**src/rtl/button_event.sv**
```systemverilog
// button_event: turns a debounced button level into press / release /
// long-hold / auto-repeat pulses plus a held level. All outputs are registered.
// Build option: define BUTTON_EVENT_AUTO_REPEAT_EN to enable o_repeat pulses
// while long-held; undefined, o_repeat stays 0 and the counter idles in LONG.
module button_event #(
    parameter int LONG_CYCLES   = 12_000_000,
    parameter int REPEAT_CYCLES = 2_400_000
) (
    input  logic i_clk,
    input  logic i_rst,
    input  logic i_level,
    output logic o_press,
    output logic o_release,
    output logic o_long,
    output logic o_repeat,
    output logic o_held
);

    // Counter must hold terminal values up to max(LONG, REPEAT) - 1.
    localparam int MAX_CYCLES = (LONG_CYCLES > REPEAT_CYCLES) ? LONG_CYCLES : REPEAT_CYCLES;
    localparam int CNT_W      = $clog2(MAX_CYCLES);
    localparam logic [CNT_W-1:0] LONG_TC = CNT_W'(LONG_CYCLES - 1);
`ifdef BUTTON_EVENT_AUTO_REPEAT_EN
    localparam logic [CNT_W-1:0] REP_TC  = CNT_W'(REPEAT_CYCLES - 1);
`endif

    typedef enum logic [1:0] {
        IDLE  = 2'd0,
        PRESS = 2'd1,
        LONG  = 2'd2
    } state_t;

    state_t           state_q, state_d;
    logic [CNT_W-1:0] cnt_q, cnt_d;
    logic             r_level_q;
    logic             press_q, press_d;
    logic             release_q, release_d;
    logic             long_q, long_d;
    logic             repeat_q, repeat_d;
    logic             held_q, held_d;
    logic             rise, fall;

    assign rise = i_level & ~r_level_q;
    assign fall = ~i_level & r_level_q;

    // Next-state, counter and output-pulse decode; release beats any terminal count.
    always_comb begin
        state_d   = state_q;
        cnt_d     = cnt_q;
        press_d   = 1'b0;
        release_d = 1'b0;
        long_d    = 1'b0;
        repeat_d  = 1'b0;
        case (state_q)
            IDLE: begin
                if (rise) begin
                    state_d = PRESS;
                    cnt_d   = '0;
                    press_d = 1'b1;
                end
            end
            PRESS: begin
                if (fall) begin
                    state_d   = IDLE;
                    cnt_d     = '0;
                    release_d = 1'b1;
                end else if (i_level) begin
                    if (cnt_q == LONG_TC) begin
                        state_d = LONG;
                        cnt_d   = '0;
                        long_d  = 1'b1;
                    end else begin
                        cnt_d = cnt_q + CNT_W'(1);
                    end
                end
            end
            LONG: begin
                if (fall) begin
                    state_d   = IDLE;
                    cnt_d     = '0;
                    release_d = 1'b1;
                end else begin
`ifdef BUTTON_EVENT_AUTO_REPEAT_EN
                    if (i_level) begin
                        if (cnt_q == REP_TC) begin
                            cnt_d    = '0;
                            repeat_d = 1'b1;
                        end else begin
                            cnt_d = cnt_q + CNT_W'(1);
                        end
                    end
`else
                    cnt_d = '0;
`endif
                end
            end
            default: begin
                state_d = IDLE;
                cnt_d   = '0;
            end
        endcase
        held_d = (state_d != IDLE);
    end

    // State, counter, level history and registered outputs.
    always_ff @(posedge i_clk or posedge i_rst) begin
        if (i_rst) begin
            state_q   <= IDLE;
            cnt_q     <= '0;
            r_level_q <= 1'b0;
            press_q   <= 1'b0;
            release_q <= 1'b0;
            long_q    <= 1'b0;
            repeat_q  <= 1'b0;
            held_q    <= 1'b0;
        end else begin
            state_q   <= state_d;
            cnt_q     <= cnt_d;
            r_level_q <= i_level;
            press_q   <= press_d;
            release_q <= release_d;
            long_q    <= long_d;
            repeat_q  <= repeat_d;
            held_q    <= held_d;
        end
    end

    assign o_press   = press_q;
    assign o_release = release_q;
    assign o_long    = long_q;
    assign o_repeat  = repeat_q;
    assign o_held    = held_q;

endmodule

```
**config.mk**
```make
export PLATFORM = sky130hd
export DESIGN_NAME = button_event
export DESIGN_NICKNAME = d
export VERILOG_FILES = /design/src/rtl/button_event.sv
export SDC_FILE = /design/constraint.sdc
export NUM_CORES = 1
export LEC_CHECK = 0
export BUFFER_PORTS_ARGS = -buffer_cell sky130_fd_sc_hd__buf_2
export CAP_MARGIN = 0
export CORE_MARGIN = 2
export CORE_UTILIZATION = 55
export DETAILED_ROUTE_END_ITERATION = 6
export PLACE_DENSITY = 0.79
export RECOVER_POWER = 25
export SLEW_MARGIN = 20
export SYNTH_ARGS = -nofsm -noshare
export SYNTH_HDL_FRONTEND = slang
export SYNTH_SLANG_ARGS = --single-unit
```
**constraint.sdc**
```tcl
create_clock -name i_clk -period 2.4 [get_ports i_clk]
set_input_delay 0.36 -clock i_clk [delete_from_list [all_inputs] [get_ports i_clk]]
set_output_delay 0.36 -clock i_clk [all_outputs]
set_load 0.05 [all_outputs]
```
; ---- Word level (Yosys, flattened, before mapping)
; Index checks and enable logic that the tools add are counted.
[op_classes]
add_sub_neg = 1
eq_ne = 5
mux = 19
bitwise_logic = 4
reduce_logical = 4
[op_table]
columns = op, n
row1 = $mux 24, 4
row2 = $pmux 24 s2, 1
row3 = $add 24x1->24 const B, 1
row4 = $eq 24x24->1 const B, 1
row5 = $mux 2, 5
row6 = $mux 1, 8
row7 = $pmux 2 s3, 1
row8 = $ne 3x3->1 const B, 1
row9 = $and 1x1->1, 2
row10 = $eq 2x1->1 const B, 1
row11 = $eq 2x2->1 const B, 1
row12 = $logic_not 2->1, 1
row13 = $ne 2x2->1 const B, 1
row14 = $not 1->1, 2
row15 = $reduce_and 2->1, 1
row16 = $reduce_bool 2->1, 1
row17 = $reduce_or 2->1, 1
[totals]
reg_bits = 31
elab_cells = 40

; ---- Depth between registers and ports, before layout
[depth]
word_depth = 6
mapped_depth = 8
ltp_nobuf = 7

; ---- Worst setup path before layout
; OpenSTA, ideal clock, no wires.
[synth_timing]
path_kind = register -> register
startpoint = register cnt_q[10]
endpoint = register cnt_q[15]
arrival_time_ps = 1782
setup_slack_ps = 499
path_stages_with_launch = 7
cell_sequence = dfrtp_1 -> or4b_4 -> nor4_4 -> a21oi_4 -> nor2_8 -> buf_12 -> nor2_2
[synth_between]
elab_chain_len = 5
word_cells_on_any_way = 6
cone_classes = 1 x add/sub / 1 x eq/ne / 4 x mux
[synth_lines]
columns = element, line_no
row1 = from (decl), 34  ; logic [CNT_W-1:0] cnt_q, cnt_d;
row2 = from (signal assigned), 118  ; cnt_q <= cnt_d;
row3 = $add 24x1->24 / $eq 24x24->1 (equally long branches), "73, 68"
row4 = $mux 24 *, 68  ; if (cnt_q == LONG_TC) begin
row5 = $mux 24 *, 67  ; end else if (i_level) begin
row6 = $mux 24 *, 63  ; if (fall) begin
row7 = $pmux 24 s2 *, 54  ; case (state_q)
; Every way passes the cells marked *; elsewhere a longest branch is shown, timed or not. The select of a mux whose other input is x is not followed.
; A chain may end at the register's enable or synchronous reset.

; ---- Worst setup path after layout
[layout_timing]
startpoint = register state_q[1]
endpoint = register cnt_q[19]
[layout_between]
elab_chain_len = 3
word_cells_on_any_way = 6
cone_classes = 3 x eq/ne / 1 x mux / 2 x reduce/logical
[layout_lines]
columns = element, line_no
row1 = from (decl), 33  ; state_t state_q, state_d;
row2 = from (signal assigned), 117  ; state_q <= state_d;
row3 = $eq 2x1->1 / $logic_not 2->1 (equally long branches), 54
row4 = $ne 3x3->1 (no line) / $ne 2x2->1 (equally long branches), -
row5 = $reduce_and 2->1 (no line), -
; Parallel ways exist; a longest one is shown, timed or not.

==> reports/qor.csv <==
stage,metric,value,unit
global_routing,antenna violations before repair,0,
power_and_ir_drop,Worst VDD drop,0.314,mV
die,Die Y,62.2,um
yosys,Synth Register Bits,31,
global_routing,All-Layer GR Usage,21.0,%
placed_design,HPWL after DPL,2530,um
worst_setup_path,cell family with most CP delay,buffers and inverters,
drt,vias per inst,5.79,
yosys,cell count after synthesis,203,
final_layout,layout cells sized above 1,17.1,%
placed_design,placer congestion estimate,0.851,
final_layout,post-layout instance area,0.00198,mm2
clock_tree,worst skew pair latency,0.33,ns
timing,max-slew violations,32,
die,num rows,21,
power_and_ir_drop,P_leak,0.795,nW
die,total die area,0.00387,mm2
clock_tree,CTS root buffer,clkbuf_4,
final_layout,Ant. Diodes,0,
hold_path,Worst Hold Class,in2reg,
global_routing,largest net degree at the start of global routing,32,
placed_design,placed inst area,0.00192,mm2
placed_design,I/O Buffers,6,
drt,Routed wire per std cell,14.5,um
yosys,Yosys warnings,0,
clock_tree,H-tree depth,2,
worst_setup_path,Worst EP required,2.62,ns
timing,Fin Setup TNS,0,ns
yosys,Post-Syn Area per Cell,9.17,um2
outcome,failing checks,"capacitance limit, slew limit",
yosys,post-synthesis sequential area ratio,41.7,%
clock_tree,clock sink count,31,
worst_setup_path,Slowest cell on crit path,dfrtp_1,
timing,Fin. Hold Viols,0,
timing,Layout Skew,0.00453,ns
clock_tree,Post-CTS Setup Inserts,0,
drt,Post-Route WL,3700,um
clock_tree,Num CTS Buffers,5,
worst_setup_path,"Max FO, Critical Path",17,
final_layout,# nets final,218,
clock_tree,Post-CTS Hold Fix Bufs,0,
clock_tree,CTS max path bufs,2,
yosys,prevailing post-synth register cell,dfrtp_1,
timing,RSZ-0062 raised after global routing,false,
drt,number of remaining DRC errors,0,
worst_setup_path,CP Launch Type,flip-flop,
worst_setup_path,"critical path, cell by cell","inv_1, ha_1, nand2b_1, a21boi_4, buf_4, nor3_1, xnor2_1, nor2_2",
timing,"Period Utilization, post-route",89.9,%
drt,ANT nets after route,0,
worst_setup_path,critical path arrival,2.38,ns
drt,DRT Pass-1 Iters,6,
timing,Worst-Margin Slew,1.66,ns
yosys,count of different cell masters after synthesis,45,
global_routing,first-pass GRT wire length,6340,um
yosys,Post-synth EDFFs,0,
final_layout,Synth-to-Final Area Change,6.12,%
clock_tree,"CTS clk-pin slew, worst paths",0.09,ns
worst_setup_path,Worst Setup End Kind,flip-flop,
die,core area,0.00328,mm2
yosys,Synth Net Count,211,
worst_setup_path,"slowest stage delay, CP",0.43,ns
worst_setup_path,WP buf/inv,2,
global_routing,total congestion overflow,0,
outcome,outcome,"complete, but fails checks",
flow_run,max cap viols,1,
timing,setup-violating endpoint count in the final report,0,
global_routing,number of global-route vias before repair,1416,
clock_tree,CTS tree,yes,
power_and_ir_drop,P per Cell Area,705,mW/mm2
die,die width,62.2,um
die,Starting Density,56.7,%
yosys,Post-Syn Area,0.00186,mm2
die,IO Pins,8,
clock_tree,post_cts resized,0,
timing,Period minus WS final,2.16,ns
timing,max_slew headroom,-10.4,%
timing,Max Fclk,463,MHz
drt,Initial DRC Count,117,
drt,total number of vias,1481,
worst_setup_path,crit path kind,reg2reg,
yosys,asr flop ratio synth,100,%
[layout make-up]
class | instances | area [um2]
clock buffer | 6 | 51.3
clock inverter | 1 | 5.00
fill | 286 | 1310
inverter | 6 | 22.5
multi-input combinational | 157 | 1020
sequential | 31 | 776
timing repair buffer | 9 | 47.5
tap | 46 | 57.6
[state kept, by name (all words and copies together), names as in the netlist]
register,cells
o_long,1
state_q,2
o_press,1
o_held,1
cnt_q,24
o_release,1
r_level_q,1
[report_power, final]
part	total, mW	switching [mW]	internal, mW
clock network	0.310	0.175	0.135
registers	0.591	0.0300	0.561
logic	0.492	0.353	0.139
total	1.39	0.557	0.836
[layout by cell type, fill, tap and decap left out, types with 2 or more instances in the layout]
cell | Yosys | layout
buf_2 | 4 | 5
a21oi_1 | 5 | 5
nand4_1 | 7 | 7
o311ai_1 | 2 | 2
ha_1 | 5 | 5
or3_1 | 4 | 4
o21ai_1 | 2 | 2
clkbuf_1 | 1 | 2
clkbuf_4 | 0 | 5
inv_1 | 6 | 6
nor4_1 | 6 | 6
nand2b_1 | 4 | 4
nand2_1 | 24 | 24
and4_1 | 2 | 2
xnor2_1 | 12 | 12
and3_1 | 2 | 2
nand3_1 | 20 | 20
buf_4 | 1 | 2
nor3_1 | 8 | 8
o21ai_0 | 6 | 6
nor4_2 | 3 | 3
nor2_1 | 14 | 14
nor2_2 | 10 | 10
dfrtp_1 | 31 | 31
o211ai_1 | 2 | 2
[worst paths after layout]
check                      startpoint   endpoint  slack, ns  cells after the start
setup / recovery           state_q[1]  cnt_q[19]       0.24                      8
hold / removal                i_level  r_level_q       0.25                      1
setup reg to reg           state_q[1]  cnt_q[19]       0.24                      8
hold reg to reg              cnt_q[0]   cnt_q[0]       0.54                      1
max in group asynchronous       i_rst  cnt_q[21]       0.86                      3
min in group asynchronous       i_rst     o_held       0.58                      3
[synth_stat cells (all sizes together), types with 2 or more instances]
library cell	count	area (um2)
ha	5	62.6
nand2	24	90.1
nor4	10	96.4
a21oi	6	41.3
o311ai	2	17.5
or3	4	25.0
dfrtp	31	776
xnor2	12	105
nand4	7	43.8
buf	8	55.1
nand3	20	100
nor3	9	50.1
and4	2	17.5
o211ai	2	15.0
inv	6	22.5
and3	2	12.5
or4b	2	23.8
nor2	25	135
o21ai	8	40.0
nand2b	4	25.0
a211o	2	18.8
[per-layer routing]
metal | vias up | routed length, um | track usage (%)
li1 | 733 | - | -
met1 | 707 | 1760 | 28.6
met2 | 32 | 1740 | 32.2
met3 | 9 | 142 | 5.25
met4 | 0 | 63 | 9.17
met5 | - | 0 | 0
[stage by stage]
step | setup slack [ns] | hold slack, ns | total power [mW] | utilization (%) | instances
finish | 0.242 | 0.253 | 1.39 | 60.2 | 256
global route | 0.0614 | 0.259 | 1.50 | 60.2 | 256
CTS | 0.0859 | 0.0924 | 1.39 | 60.1 | 256
detailed placement | 0.172 | 0.457 | 1.08 | 58.4 | 249
global placement | 0.220 | 0.456 | 1.08 | 58.4 | 249
floorplan | 0.499 | 0.391 | 1.01 | - | 203
[kinds of logic after synthesis]
family / after synthesis / synth area share (%)
other: 1 / 0.201
AOI/OAI and AO/OA: 25 / 9.41
and+or+nand+nor: 114 / 35.4
DFF: 31 / 41.7
buffers and inverters: 15 / 4.37
xor gates and xnor gates: 12 / 5.65
adders and majority gates: 5 / 3.36
No activity file was read; power rests on OpenSTA's default activity.
